===== src/rtl/hazard_unit_fwd.sv =====
// hazard_unit_fwd: decode-side hazard detection, forwarding select and control-transfer penalty
// Ports:
//   clk, rst (async, active-low)
//   id_*      : decode-stage instruction (sources, destination, load/store/cti, memory address)
//   pc_stall  : hold PC and IF/ID
//   bubble    : turn the ID/EX payload into a NOP
//   fwd_rs/rt : 0 = register file, k+1 = result of shadow entry k
module hazard_unit_fwd #(
    parameter int REG_AW     = 3,
    parameter int PIPE_DEPTH = 4,
    parameter int FWD_EN     = 1,
    parameter int R0_ZERO    = 0,
    parameter int BR_PENALTY = 1,
    parameter int MEM_CHECK  = 1,
    parameter int MEM_AW     = 16,
    localparam int FW        = $clog2(PIPE_DEPTH + 1)
) (
    input  logic              clk,
    input  logic              rst,
    input  logic              id_valid,
    input  logic [REG_AW-1:0] id_rs,
    input  logic              id_rs_use,
    input  logic [REG_AW-1:0] id_rt,
    input  logic              id_rt_use,
    input  logic [REG_AW-1:0] id_rd,
    input  logic              id_rd_wr,
    input  logic              id_is_load,
    input  logic              id_is_store,
    input  logic [MEM_AW-1:0] id_mem_addr,
    input  logic              id_cti,
    output logic              pc_stall,
    output logic              bubble,
    output logic [FW-1:0]     fwd_rs,
    output logic [FW-1:0]     fwd_rt
);
    localparam logic [FW-1:0] W_LAST = FW'(PIPE_DEPTH - 1);
    logic [PIPE_DEPTH-1:0] r_v, r_wr, r_ld, r_st;
    logic [REG_AW-1:0]     r_rd   [PIPE_DEPTH];
    logic [MEM_AW-1:0]     r_addr [PIPE_DEPTH];
    logic [2:0]            r_cnt;
    logic [FW-1:0]         w_ws, w_wt;
    logic                  w_mem, w_raw, w_hz, w_cti, w_bub, w_load;
    always_comb begin
        // scan oldest to youngest so the youngest match overwrites; value is k+1, 0 = none
        w_ws  = '0;
        w_wt  = '0;
        w_mem = 1'b0;
        for (int k = PIPE_DEPTH - 1; k >= 0; k--) begin
            if (id_rs_use && r_v[k] && r_wr[k] && r_rd[k] == id_rs && !(R0_ZERO != 0 && id_rs == '0))
                w_ws = FW'(k + 1);
            if (id_rt_use && r_v[k] && r_wr[k] && r_rd[k] == id_rt && !(R0_ZERO != 0 && id_rt == '0))
                w_wt = FW'(k + 1);
            if (MEM_CHECK != 0 && k <= 1 && (id_is_load || id_is_store) && r_v[k] && r_st[k] && r_addr[k] == id_mem_addr)
                w_mem = 1'b1;
        end
        // a match in the last slot never stalls: the register file writes through
        w_raw  = (FWD_EN != 0) ? (r_ld[0] && (w_ws == FW'(1) || w_wt == FW'(1)))
                               : ((w_ws != '0 && w_ws <= W_LAST) || (w_wt != '0 && w_wt <= W_LAST));
        w_hz   = id_valid && (w_raw || w_mem);
        // a cti arriving during the penalty window is itself bubbled, so it is never accepted
        w_cti  = id_valid && id_cti && !w_raw && !w_mem && r_cnt == '0;
        w_bub  = w_hz || r_cnt != '0;
        w_load = id_valid && !w_bub;
        pc_stall = rst && (w_hz || w_cti || r_cnt > 3'd1);
        bubble   = rst && w_bub;
        fwd_rs   = (FWD_EN != 0 && rst && id_valid && w_ws <= W_LAST) ? w_ws : '0;
        fwd_rt   = (FWD_EN != 0 && rst && id_valid && w_wt <= W_LAST) ? w_wt : '0;
    end
    always_ff @(posedge clk or negedge rst) begin
        if (!rst) begin
            r_v   <= '0;
            r_wr  <= '0;
            r_ld  <= '0;
            r_st  <= '0;
            r_cnt <= '0;
            for (int k = 0; k < PIPE_DEPTH; k++) begin
                r_rd[k]   <= '0;
                r_addr[k] <= '0;
            end
        end else begin
            r_v   <= {r_v[PIPE_DEPTH-2:0], w_load};
            r_wr  <= {r_wr[PIPE_DEPTH-2:0], id_rd_wr};
            r_ld  <= {r_ld[PIPE_DEPTH-2:0], id_is_load};
            r_st  <= {r_st[PIPE_DEPTH-2:0], id_is_store};
            r_rd[0]   <= id_rd;
            r_addr[0] <= id_mem_addr;
            for (int k = 1; k < PIPE_DEPTH; k++) begin
                r_rd[k]   <= r_rd[k-1];
                r_addr[k] <= r_addr[k-1];
            end
            r_cnt <= w_cti ? 3'(BR_PENALTY) : (r_cnt != '0 ? r_cnt - 3'd1 : r_cnt);
        end
    end
endmodule

===== config.mk =====
export PLATFORM = sky130hd
export DESIGN_NAME = hazard_unit_fwd
export DESIGN_NICKNAME = d
export VERILOG_FILES = /design/src/rtl/hazard_unit_fwd.sv
export SDC_FILE = /design/constraint.sdc
export NUM_CORES = 1
export LEC_CHECK = 0
export BUFFER_PORTS_ARGS = -buffer_cell sky130_fd_sc_hd__buf_2
export CAP_MARGIN = 20
export CELL_PAD_IN_SITES_DETAIL_PLACEMENT = 0
export CELL_PAD_IN_SITES_GLOBAL_PLACEMENT = 1
export CORE_ASPECT_RATIO = 2
export CORE_MARGIN = 2
export CORE_UTILIZATION = 47
export DETAILED_ROUTE_END_ITERATION = 10
export GPL_ROUTABILITY_DRIVEN = 0
export GPL_TIMING_DRIVEN = 0
export PLACE_DENSITY = 0.87
export SLEW_MARGIN = 20
export SYNTH_ARGS = -nofsm -noshare
export SYNTH_HDL_FRONTEND = slang
export SYNTH_SLANG_ARGS = --single-unit
export TNS_END_PERCENT = 10

===== constraint.sdc =====
create_clock -name clk -period 2.8 [get_ports clk]
set_clock_uncertainty 0.05 [all_clocks]
set_input_delay 0.14 -clock clk [delete_from_list [all_inputs] [get_ports clk]]
set_output_delay 0.14 -clock clk [all_outputs]
set_load 0.02 [all_outputs]

## Yosys cells after proc, flatten, opt, wreduce, memory -nomap -nowiden

Index checks and enable logic that the tools add are counted.

- Register bits: 58
- Bits of input ports: 34
- Output and inout bits: 8
- Word-level logic and storage cells: 95

- Add/sub/neg operators: 1
- Magnitude comparators: 3
- Equality and inequality tests: 12
- Muxes and demuxes: 14
- Reduce and logical (&&, ||, !) cells: 54

Operator list:

| kind | count |
|---|---|
| 1-bit logical AND | 42 |
| 3-bit 2-to-1 mux | 12 |
| 16-bit equality test | 2 |
| 3-bit equality test | 8 |
| 3-bit by 1-bit equality test with 1-bit output, second input constant | 2 |
| 3-bit by 2-bit <= comparator with 1-bit output, second input constant | 2 |
| 1-bit logical OR | 6 |
| 3-bit by 1-bit greater-than comparator with 1-bit output, second input constant | 1 |
| 1-bit zero test | 3 |
| 3-bit zero test | 1 |
| 3-bit nonzero test | 1 |
| 3-bit by 1-bit subtractor with 3-bit output, second input constant | 1 |
| 1-bit 2-to-1 mux | 2 |
| 2-bit nonzero test | 1 |

## Longest topological paths before layout

- Depth after elaboration: 17
- Mapped depth: 6
- Mapped depth without buffers: 6

## Worst setup path before layout

No wires, ideal clock.

- Kind: register -> output
- Start: reg r_rd[7] in the netlist's numbering
- End: out fwd_rt[1]
- Data arrival time: 1.708 ns
- Required time: 2.610 ns
- Path slack: 0.902 ns
- Stages on the path, launching flop included: 5
- Buffers on the path: 0
- Cells stage by stage: dfrtp_1 xor2_1 or4_1 nor2b_1 nor3_1

- Cells in the longest elaborated chain, start to end: 7

RTL lines:

| item | line | RTL |
|---|---|---|
| start: declaration | 38 | `logic [REG_AW-1:0] r_rd [PIPE_DEPTH];` |
| start signal: indexed assignment | 88 | `r_rd[k] <= r_rd[k-1];` |
| 3-bit equality test (*) | 51 | `if (id_rt_use && r_v[k] && r_wr[k] && r_rd[k] == id_rt && !(R0_ZERO != 0 && id_rt == '0))` |
| 1-bit logical AND (*) | 51 |  |
| 3-bit 2-to-1 mux (*) (2 in a row) | 51 |  |
| 3-bit by 2-bit <= comparator with 1-bit output | 67 | `fwd_rt = (FWD_EN != 0 && rst && id_valid && w_wt <= W_LAST) ? w_wt : '0;` |
| 1-bit logical AND | 67 |  |
| 3-bit 2-to-1 mux (*) | 67 |  |
| end: declaration | 34 | `output logic [FW-1:0] fwd_rt` |

Every way passes the cells marked *; elsewhere a longest branch is shown, timed or not.

## Worst setup path after layout

- Start: in id_mem_addr[2]
- End: out bubble

- Cells in the longest elaborated chain, start to end: 8

RTL lines:

| item | line | RTL |
|---|---|---|
| start: declaration | 29 | `input logic [MEM_AW-1:0] id_mem_addr,` |
| 16-bit equality test | 53 | `if (MEM_CHECK != 0 && k <= 1 && (id_is_load \|\| id_is_store) && r_v[k] && r_st[k] && r_addr[k] == id_mem_addr)` |
| 1-bit logical AND | 53 |  |
| 1-bit 2-to-1 mux | 53 |  |
| 1-bit 2-to-1 mux (*) | 53 |  |
| 1-bit logical OR (*) | 59 | `w_hz = id_valid && (w_raw \|\| w_mem);` |
| 1-bit logical AND (*) | 59 |  |
| 1-bit logical OR (*) | 62 | `w_bub = w_hz \|\| r_cnt != '0;` |
| 1-bit logical AND (*) | 65 | `bubble = rst && w_bub;` |
| end: declaration | 32 | `output logic bubble,` |

Marks and branches as above.

==> results.yml <==
synthesis:
  yosys_register_bits: 53
  synth_top_flop_cell: "dfrtp_1"
  yosysSeqAreaShare_pct: 60.4
  synth.avg_cell_area_um2: 13.3
  synthesis.area_um2: 2190
  ys_async_sr_fraction_pct: 100
  syn_inst: 165
  ys_types: 30
  synthTopCellsByCount: "dfrtp_1 (53), xor2_1 (42), xnor2_1 (9)"
  synth_top_area_share_pct: 60.4
  synth_edf_count: 0
  synth_area_leaders: "dfrtp_1 (60%), xor2_1 (17%), xnor2_1 (3.6%)"
  yosysWarnings: 0
  yosysTopAreaCell: "dfrtp_1"
  yosysMostFrequentCell: "dfrtp_1"
drt:
  vias_per_cell: 4.88
  ant_nets: 0
  first_pass_iters: 4
  routedWlPerCell_um: 13.6
  drt_iter0_markers: 12
  vias: 1419
  wl_um: 3950
  post-route-drc-count: 0
floorplan:
  num_io_pins: 42
  initial_utilization_pct: 48.2
  rows: 35
  die-width_um: 52.3
  die_h_um: 101
  die_area_um2: 5270
  core_area_um2: 4550
global_route:
  grt_pass1_vias: 1501
  gr-usage-all-layers_pct: 17.6
  antenna_found_initial: 0
  grt-ovfl-total: 0
  grt_max_degree: 57
  grt_pass1_wl_um: 6730
place:
  port_buffers: 39
  dp_worst_setup_slack_ns: 0.805
  place_area_um2: 2460
  hpwl_um: 2910
clocking:
  cts.path.max_buffers: 2
  cts.clk_slew.worst_paths_ns: 0.09
  root_buffer: "clkbuf_8"
  cts_tree: "yes"
  cts_max_level: 2
  numCtsBuffers: 5
  clk_latency_ns: 0.31
  clock-sinks: 53
sta:
  fmax_mhz: 408
  worstMarginPinSlew_ns: 0.671
  final.setup.tns_ns: 0
  finalHoldViolCount: 0
  slew_headroom_pct: 55.3
  grt_setup_unrepaired: "false"
  hold_slack_ns: 0.0690
  setup_viol: 0
  fin_ws_ns: 0.349
  min_period_over_period_pct: 87.5
  fin_crit_ns: 2.45
  slew_viol_final: 0
worst_setup_path:
  path_class: "in -> out"
  worstPathCellList: "dlygate4sd3_1, buf_2, xor2_1, nor4_1, nand4_1, o41ai_2, a41oi_2, o21ai_1, buf_2"
  slowest_delay_ns: 0.53
  ff2ff_path_depth: 6
  arrival_ns: 2.26
  required_ns: 2.61
  start_kind: "input pin"
  crit_top_cell: "buf_2"
  cp_slowest_cell: "dlygate4sd3_1"
  crit_fanout: 5
  end_kind: "primary output"
power:
  vdd_drop_max_uv: 433
  total_power_mw: 1.64
  power.leakage_nw: 1.25
  cellPowerDensity_nw_per_um2: 588
finish:
  postLayoutCellArea_um2: 2790
  num-nets-final: 272
  antenna_cells: 0
  drive_gt1_share_pct: 23.7
  fill_cells: 403
  area_growth_pct: 27.0
status:
  status: "completed"
worst_hold_path:
  hold_path.class: "in -> reg"
  worstHoldPathCells: 2
job:
  cap_violations: 0
==> stage by stage <==
step	std cells	util, %
2_1_floorplan	166	-
3_3_place_gp	260	54.1
3_5_place_dp	260	54.1
4_1_cts	291	61.2
5_1_grt	291	61.2
6_report	291	61.2
==> area by class of cell <==
type	count	area, um2	share of cell area [%]
plain buffers	2	15.0	0.539
clock buffers	5	68.8	2.47
clock inverters	3	22.5	0.808
inverters	2	7.51	0.269
multi-input cells	109	850	30.5
flip-flops and latches	53	1330	47.6
well taps	55	68.8	2.47
repair buffers	62	428	15.4
==> layout by cell type, fill, tap and decap left out <==
cell type | Yosys | routed
a211oi_1 | 1 | 1
a21oi_1 | 5 | 5
a41o_1 | 1 | 1
a41oi_2 | 1 | 1
and3_1 | 2 | 2
buf_2 | 0 | 38
buf_4 | 2 | 3
clkbuf_8 | 0 | 5
clkinvlp_4 | 0 | 3
conb_1 | 1 | 2
dfrtp_1 | 53 | 53
dlygate4sd3_1 | 0 | 23
ha_1 | 3 | 3
inv_1 | 2 | 2
mux2_2 | 1 | 1
nand2_1 | 4 | 4
nand2b_1 | 1 | 1
nand3_1 | 5 | 5
nand4_1 | 3 | 3
nor2_1 | 5 | 5
nor2b_1 | 2 | 2
nor3_1 | 3 | 3
nor4_1 | 6 | 6
nor4_2 | 3 | 3
nor4_4 | 1 | 1
o211ai_1 | 2 | 2
o21ai_0 | 1 | 1
o21ai_1 | 2 | 2
o31ai_1 | 1 | 1
o41ai_2 | 1 | 1
or3_1 | 1 | 1
or4_1 | 1 | 1
xnor2_1 | 9 | 9
xor2_1 | 42 | 42
==> where the power goes <==
group	switching [mW]	internal, mW	total, mW
Combinational	0.174	0.157	0.332
Sequential	0.0525	0.832	0.885
Clock	0.247	0.175	0.423
==> final timing paths <==
kind	from	to	slack, ns
max in group asynchronous	rst	r_addr[61]$_DFF_PN0_	1.89
hold / removal	id_cti	r_cnt[0]$_DFFE_PN0P_	0.07
setup reg to reg	r_addr[50]$_DFF_PN0_	r_cnt[0]$_DFFE_PN0P_	0.88
min in group asynchronous	rst	r_rd[4]$_DFF_PN0_	0.35
hold reg to reg	r_st[0]$_DFF_PN0_	r_st[1]$_DFF_PN0_	0.34
setup / recovery	id_mem_addr[2]	bubble	0.35
==> routing by layer <==
layer  GRT usage, %  vias up  wire (um)
met5              0        -          0
met4           7.10        0         76
met3           3.41        7        136
met2           30.6       31       2130
met1           20.6      683       1610
li1               -      698          -
==> logic make-up (layout without fill, tap and decap cells) <==
family	Yosys count	after routing	synth area share, %
AO/OA/AOI/OAI	15	15	5.13
adder cells (fa/ha/maj)	3	3	1.71
other	1	2	0.171
flip-flops	53	53	60.4
buffers and inverters	4	74	1.03
multiplexers	1	1	0.513
XOR/XNOR	51	51	20.4
AND/OR/NAND/NOR	37	37	10.7
==> flip-flops by register name, indices dropped and copies added (netlist names) <==
signal  cells
r_addr     32
r_ld        1
r_wr        3
r_st        2
r_rd        9
r_cnt       3
r_v         3
==> timing repair <==
action	4_1_cts	5_1_grt
setup buffers	0	0
hold endpoints to repair	75	0
gates resized for setup	0	0
hold buffers	23	0
==> worst max-delay path: cells and delay by family <==
kind / cells / cell delay (ns)
compound gates: 3 / 0.57
xor+xnor: 1 / 0.17
buf+inv: 3 / 0.86
simple gates: 2 / 0.50
No activity file was read; power rests on OpenSTA's default activity.
